[src/rtl/div_pkg.sv]
// Shared types and constants for the DIV/DIVU sequencer.
// Optional early exit for |dividend| < |divisor| is enabled by DIV_EARLY_EXIT_EN.
package div_pkg;

  localparam int DATA_W = 32;
  localparam int CNT_W  = 6;
  localparam int RES_W  = 2 * DATA_W;
  localparam int WORK_W = 2 * DATA_W + 1;

  typedef enum logic [1:0] {
    DIV_IDLE   = 2'd0,
    DIV_BYZERO = 2'd1,
    DIV_ON     = 2'd2,
    DIV_END    = 2'd3
  } div_state_t;

  localparam logic DIV_RESULT_READY     = 1'b1;
  localparam logic DIV_RESULT_NOT_READY = 1'b0;
  localparam logic DIV_START            = 1'b1;
  localparam logic DIV_STOP             = 1'b0;

  function automatic logic [DATA_W-1:0] mag(
    input logic [DATA_W-1:0] v,
    input logic              sg
  );
    return (sg && v[DATA_W-1]) ? -v : v;
  endfunction

endpackage

[src/rtl/div_ctrl_if.sv]
// Execute-stage <-> divider handshake bundle.
// Shared by both DIV_EARLY_EXIT_EN builds.
interface div_ctrl_if;
  import div_pkg::*;

  logic              start_i;
  logic              annul_i;
  logic              signed_i;
  logic [DATA_W-1:0] opdata1_i;
  logic [DATA_W-1:0] opdata2_i;
  logic              busy_o;
  logic              ready_o;
  logic [RES_W-1:0]  result_o;

  modport master (
    output start_i,
    output annul_i,
    output signed_i,
    output opdata1_i,
    output opdata2_i,
    input  busy_o,
    input  ready_o,
    input  result_o
  );

  modport slave (
    input  start_i,
    input  annul_i,
    input  signed_i,
    input  opdata1_i,
    input  opdata2_i,
    output busy_o,
    output ready_o,
    output result_o
  );

endinterface

[src/rtl/div_step.sv]
// One radix-2 restoring iteration on the {rem, quo} work register.
// Identical in both DIV_EARLY_EXIT_EN builds.
module div_step
  import div_pkg::*;
(
  input  logic [WORK_W-1:0] work_in,
  input  logic [DATA_W-1:0] divisor,
  output logic [WORK_W-1:0] work_out
);

  logic [WORK_W-1:0] sh;
  logic [DATA_W+1:0] diff;

  assign sh = {work_in[WORK_W-2:0], 1'b0};

  // Partial remainder can reach 33 bits after the shift.
  assign diff = {work_in[WORK_W-1], sh[WORK_W-1:DATA_W]}
              - {2'b00, divisor};

  assign work_out = diff[DATA_W+1]
                  ? sh
                  : {diff[DATA_W:0], sh[DATA_W-1:1], 1'b1};

endmodule

[src/rtl/div_ctrl.sv]
// Multi-cycle DIV/DIVU sequencer, one quotient bit per cycle.
// Define DIV_EARLY_EXIT_EN to finish at once when |dividend| < |divisor|.
module div_ctrl
  import div_pkg::*;
(
  input logic       clk,
  input logic       rst,
  div_ctrl_if.slave bus
);

  div_state_t        state;
  logic [CNT_W-1:0]  cnt;
  logic [WORK_W-1:0] work;
  logic [WORK_W-1:0] work_nx;
  logic [DATA_W-1:0] dvsr;
  logic              neg_a;
  logic              neg_b;
  logic              sgn;
  logic              busy;
  logic              ready;
  logic [RES_W-1:0]  result;

  logic [DATA_W-1:0] abs_a;
  logic [DATA_W-1:0] abs_b;
  logic [DATA_W-1:0] quo;
  logic [DATA_W-1:0] rem;
  logic              go;
  logic              last;
  logic              early;

  assign abs_a = mag(bus.opdata1_i, bus.signed_i);
  assign abs_b = mag(bus.opdata2_i, bus.signed_i);
  assign go    = (bus.start_i == DIV_START) && !bus.annul_i;
  assign last  = (cnt == CNT_W'(DATA_W - 1));

`ifdef DIV_EARLY_EXIT_EN
  assign early = (abs_a < abs_b);
`else
  assign early = 1'b0;
`endif

  div_step u_step (
    .work_in  (work),
    .divisor  (dvsr),
    .work_out (work_nx)
  );

  // Sign fix on the final iteration's output.
  assign quo = (sgn && (neg_a ^ neg_b))
             ? -work_nx[DATA_W-1:0]
             : work_nx[DATA_W-1:0];
  assign rem = (sgn && neg_a)
             ? -work_nx[2*DATA_W-1:DATA_W]
             : work_nx[2*DATA_W-1:DATA_W];

  always_ff @(posedge clk) begin
    if (rst) begin
      state  <= DIV_IDLE;
      cnt    <= '0;
      work   <= '0;
      dvsr   <= '0;
      neg_a  <= 1'b0;
      neg_b  <= 1'b0;
      sgn    <= 1'b0;
      busy   <= 1'b0;
      ready  <= DIV_RESULT_NOT_READY;
      result <= '0;
    end else begin
      unique case (state)
        DIV_IDLE: begin
          if (go) begin
            if (bus.opdata2_i == '0) begin
              state <= DIV_BYZERO;
              busy  <= 1'b1;
            end else if (early) begin
              state  <= DIV_END;
              result <= {bus.opdata1_i, {DATA_W{1'b0}}};
            end else begin
              state <= DIV_ON;
              busy  <= 1'b1;
              cnt   <= '0;
              dvsr  <= abs_b;
              work  <= {{(DATA_W+1){1'b0}}, abs_a};
              sgn   <= bus.signed_i;
              neg_a <= bus.opdata1_i[DATA_W-1];
              neg_b <= bus.opdata2_i[DATA_W-1];
            end
          end
        end
        DIV_BYZERO: begin
          state  <= DIV_END;
          busy   <= 1'b0;
          result <= '0;
        end
        DIV_ON: begin
          if (bus.annul_i) begin
            state <= DIV_IDLE;
            busy  <= 1'b0;
          end else begin
            work <= work_nx;
            cnt  <= cnt + CNT_W'(1);
            if (last) begin
              state  <= DIV_END;
              busy   <= 1'b0;
              result <= {rem, quo};
            end
          end
        end
        DIV_END: begin
          // Result lands one edge before ready so it is stable when seen.
          if (bus.start_i == DIV_STOP) begin
            state  <= DIV_IDLE;
            ready  <= DIV_RESULT_NOT_READY;
            result <= '0;
          end else begin
            ready <= DIV_RESULT_READY;
          end
        end
        default: begin
          state <= DIV_IDLE;
          busy  <= 1'b0;
          ready <= DIV_RESULT_NOT_READY;
        end
      endcase
    end
  end

  assign bus.busy_o   = busy;
  assign bus.ready_o  = ready;
  assign bus.result_o = result;

endmodule

[src/flat_wrapper.sv]
// flat-port wrapper written by rule: the top's interface ports become plain ports
module div_ctrl_flat import div_pkg::*;
  (clk, rst, bus_start_i, bus_annul_i, bus_signed_i, bus_opdata1_i, bus_opdata2_i, bus_busy_o, bus_ready_o, bus_result_o);
  div_ctrl_if bus_i ();
  input logic clk;
  input logic rst;
  input wire logic [$bits(bus_i.start_i)-1:0] bus_start_i;
  input wire logic [$bits(bus_i.annul_i)-1:0] bus_annul_i;
  input wire logic [$bits(bus_i.signed_i)-1:0] bus_signed_i;
  input wire logic [$bits(bus_i.opdata1_i)-1:0] bus_opdata1_i;
  input wire logic [$bits(bus_i.opdata2_i)-1:0] bus_opdata2_i;
  output wire logic [$bits(bus_i.busy_o)-1:0] bus_busy_o;
  output wire logic [$bits(bus_i.ready_o)-1:0] bus_ready_o;
  output wire logic [$bits(bus_i.result_o)-1:0] bus_result_o;
  assign bus_i.start_i = bus_start_i;
  assign bus_i.annul_i = bus_annul_i;
  assign bus_i.signed_i = bus_signed_i;
  assign bus_i.opdata1_i = bus_opdata1_i;
  assign bus_i.opdata2_i = bus_opdata2_i;
  assign bus_busy_o = bus_i.busy_o;
  assign bus_ready_o = bus_i.ready_o;
  assign bus_result_o = bus_i.result_o;
  div_ctrl u_core (.clk(clk), .rst(rst), .bus(bus_i));
endmodule
[config.mk]
export PLATFORM = sky130hd
export DESIGN_NAME = div_ctrl_flat
export DESIGN_NICKNAME = d
export VERILOG_FILES = /design/src/rtl/div_pkg.sv /design/src/rtl/div_ctrl_if.sv /design/src/rtl/div_step.sv /design/src/rtl/div_ctrl.sv /design/src/flat_wrapper.sv
export SDC_FILE = /design/constraint.sdc
export NUM_CORES = 1
export LEC_CHECK = 0
export CAP_MARGIN = 20
export CORE_UTILIZATION = 52
export CTS_CLUSTER_DIAMETER = 120
export DETAILED_ROUTE_END_ITERATION = 16
export PLACE_DENSITY = 0.78
export SLEW_MARGIN = 5
export SYNTH_ARGS = -nofsm -noshare
export SYNTH_HDL_FRONTEND = slang
export SYNTH_HIERARCHICAL = 1
export SYNTH_SLANG_ARGS = --single-unit
[constraint.sdc]
create_clock -name clk -period 4.4 [get_ports clk]
set_clock_uncertainty 0.1 [all_clocks]
set_input_delay 0.88 -clock clk [delete_from_list [all_inputs] [get_ports clk]]
set_output_delay 0.88 -clock clk [all_outputs]
set_load 0.01 [all_outputs]
==> flow_summary.toml <==
[placed_design]
dp_hpwl_um = 25070
pre_cts_ws_ps = -356.4
globalplace.congestion = 0.9377
place_area_um2 = 13970
io_buffers = 134

[route]
totalWireLength_um = 34000
vias = 11648
drtIter0Drc = 1290
drtAntennaViolNets = 0
drc = 0
dr.pass1.iters = 5
wl_per_cell_um = 17.27
via_per_inst = 5.916

[global_routing]
antenna_found_initial = 1
grt_pass1_wl_um = 52170
grt-ovfl-total = 0
track_usage = 0.2883
grt_pass1_vias = 10204
grt_max_degree = 84

[synth]
syn_inst = 1489
synthTopCellsByArea = "dfxtp_1 (30%), nand2_1 (6.0%), xnor2_1 (5.8%)"
synth-adder-area-share = 0.04572
synth_top_family_by_area = "compound AO/OA/AOI/OAI gates"
syn_area_per_cell_um2 = 7.830
synth_compound_area_frac = 0.2386
synthMuxAreaShare = 0.02747
ys_types = 78
synthSimpleGateAreaFrac = 0.2073
ys.warnings.count = 6
syn-cell-area_um2 = 11660
ys.flop_type = "dfxtp_1"
synth_edf_count = 0
async_flop_share = 0
yosysSeqAreaShare = 0.2988
synthXorXnorAreaFrac = 0.1089
ys_ff_latch = 174
synth.top_cell.area_share = 0.2988
synth_fp_nets = 1600
synth_top_area_cell = "dfxtp_1"

[status]
failed_checks = "setup timing"
outcome = "complete, but fails checks"

[finish]
drive_gt1_frac = 0.1693
nNetsFinal = 1787
area_growth_pct = 27.95
antenna_cells = 0
utilization = 0.6814
fin_area_um2 = 14920

[power]
seqPwrFrac = 0.271
pwr-share-clk = 0.207
p_comb_frac = 0.522
switching_share = 0.4400
cellPowerDensity_nw_per_um2 = 511.4
internal_power_uw = 4272
leakage_uw = 0.005727
ir_drop_mv = 0.4572
p_switching_uw = 3357

[worst_setup_path]
path_max_fanout = 5
timing.rr.end = "u_core/bus.result_o[63]"
critPathLaunchType = "flop"
arrival_ps = 4870
reg2reg_from = "u_core/dvsr[13]"
endpoint_kind = "flop"
cp.required_ps = 4620
r2r_slack_ps = -250
crit_type = "flop to flop"
reg2regPathDepth = 18

[timing]
max_slew_margin = 0.1217
hold_violations = 0
grt_setup_unrepaired = "yes"
fin_crit_sh = 1.057
worst_slack_ps = -248.7
setup-violations-final = 14
fmax_ghz = 0.2151
worst_slew_pin_slew_ps = 1318
fin_crit_ps = 4649
worst_hold_slack_ps = 353.4
drv_slew = 0

[clock_tree]
cts_htree_levels = 4
clk_pin_slew_worst_paths_ps = 70
cts_root_buf = "clkbuf_16"
cts_buffer_depth = 2
cts_sinks = 174
cts_buffers = 17
cts_tree = "built"
insertion_delay_ps = 440

[die]
ios = 135
die_w_um = 151.7
coreArea_um2 = 21890
start_util = 0.5326
rows = 54
die_y_um = 151.7
die-area_um2 = 23020

[min_path]
hold_class = "flop to flop"
hp-start = "u_core/bus.result_o[47]"
worstHoldEndpoint = "u_core/bus.result_o[47]"
hold_depth = 2

[flow_run]
maxCapViolCount = 0
worst max-delay path by stage:
stage,endpoint,startpoint,slack [ps],cells after the start
2_1_floorplan,u_core/bus.result_o[59],u_core/dvsr[9],-200,18
5_1_grt,u_core/bus.result_o[63],u_core/dvsr[13],-480,18
3_3_place_gp,u_core/bus.result_o[59],u_core/dvsr[14],-190,16
6_report,u_core/bus.result_o[63],u_core/dvsr[13],-250,18
3_5_place_dp,u_core/bus.result_o[59],u_core/dvsr[14],-360,17
4_1_cts,u_core/bus.result_o[59],u_core/dvsr[11],-200,16
layout by cell type (no fill, tap or decap), drive strengths merged, types with 27 or more instances in the layout:
master,count
xnor2,77
xor2,68
nand3,48
buf,150
ha,41
a211oi,41
nor2,117
inv,64
a21oi,133
o21ai,90
clkdlybuf4s50,133
o31ai,32
o211ai,27
dfxtp,174
nand2,187
cell usage after synthesis (all sizes together), types with 9 or more instances:
library cell and n:
a21oi 133, mux2 24, a31oi 12, nand2b 19
o21ai 90, a22oi 16, clkbuf 59, nor2b 9
buf 57, a211oi 41, ha 41, o31ai 32
nand4 14, xor2 68, nor2 117, o211ai 27
nor4 19, xnor2 77, nor3 24, inv 55
nand2 187, or4 15, a21o 25, dfxtp 174
nand3 48, or3 18, o41ai 12
critical path: stages (launching register included):
cell and delay [ps]:
dfxtp_2 330, inv_2 40, ha_4 250, nand4_1 150, or3b_1 420, a211oi_2 210
o31ai_1 90, and3_4 200, o31ai_4 250, xor2_4 200, buf_4 160, buf_6 130
mux2_4 310, or4_4 560, nor4_4 180, or3b_4 440, o31ai_4 230, xor2_1 190
o21ai_1 70
state kept, by name, summed over array words and instances (netlist names):
register	flops
u_core/bus.ready_o	1
u_core/state	2
u_core/neg_b	1
u_core/sgn	1
u_core/work	65
u_core/bus.busy_o	1
u_core/dvsr	32
u_core/bus.result_o	64
u_core/neg_a	1
u_core/cnt	6
per-stage QoR:
stage	std cells	TNS, ps	power, uW
after global placement	1917	-1259	5500
after global routing	1969	-6480	8050
after CTS	1957	-1290	7286
after detailed placement	1918	-2632	5605
after floorplan	1489	-1102	4700
final	1969	-2201	7629
power by group through the flow:
stage               clock (uW)  combinational, uW  sequential [uW]
floorplan                    0               2800             1900
global placement             0               3430             2070
detailed placement           0               3520             2080
CTS                       1600               3640             2050
global route              1660               4300             2080
finish                    1580               3980             2060
kinds of logic after synthesis:
logic type | after synthesis
AO/OA/AOI/OAI | 428
XOR/XNOR | 145
adder cells (fa/ha/maj) | 42
buffers and inverters | 172
flip-flops | 174
multiplexers | 29
AND/OR/NAND/NOR | 499
what timing repair did:
item | in CTS | in global routing
resized for setup | 15 | 27
endpoints found under the setup margin | 13 | 29
setup buffers | 6 | 11
cloned | 1 | 1
pin swaps | 4 | 17
hold buffers | 0 | 0
per-layer routing:
metal  routed length, um  GRT usage
met1               15640     0.4404
met4                 478    0.07030
met5                   0          0
met3                3422    0.05090
met2               14470     0.4111
final cells by class:
cell class,instances,area (um^2)
inverter,56,210.2
clock inverter,15,186.4
timing repair buffer,284,2545
fill,1818,6974
sequential,174,3493
multi-input combinational,1143,7706
tap,280,350.3
clock buffer,17,425.4
No activity file was read; power rests on OpenSTA's default activity.
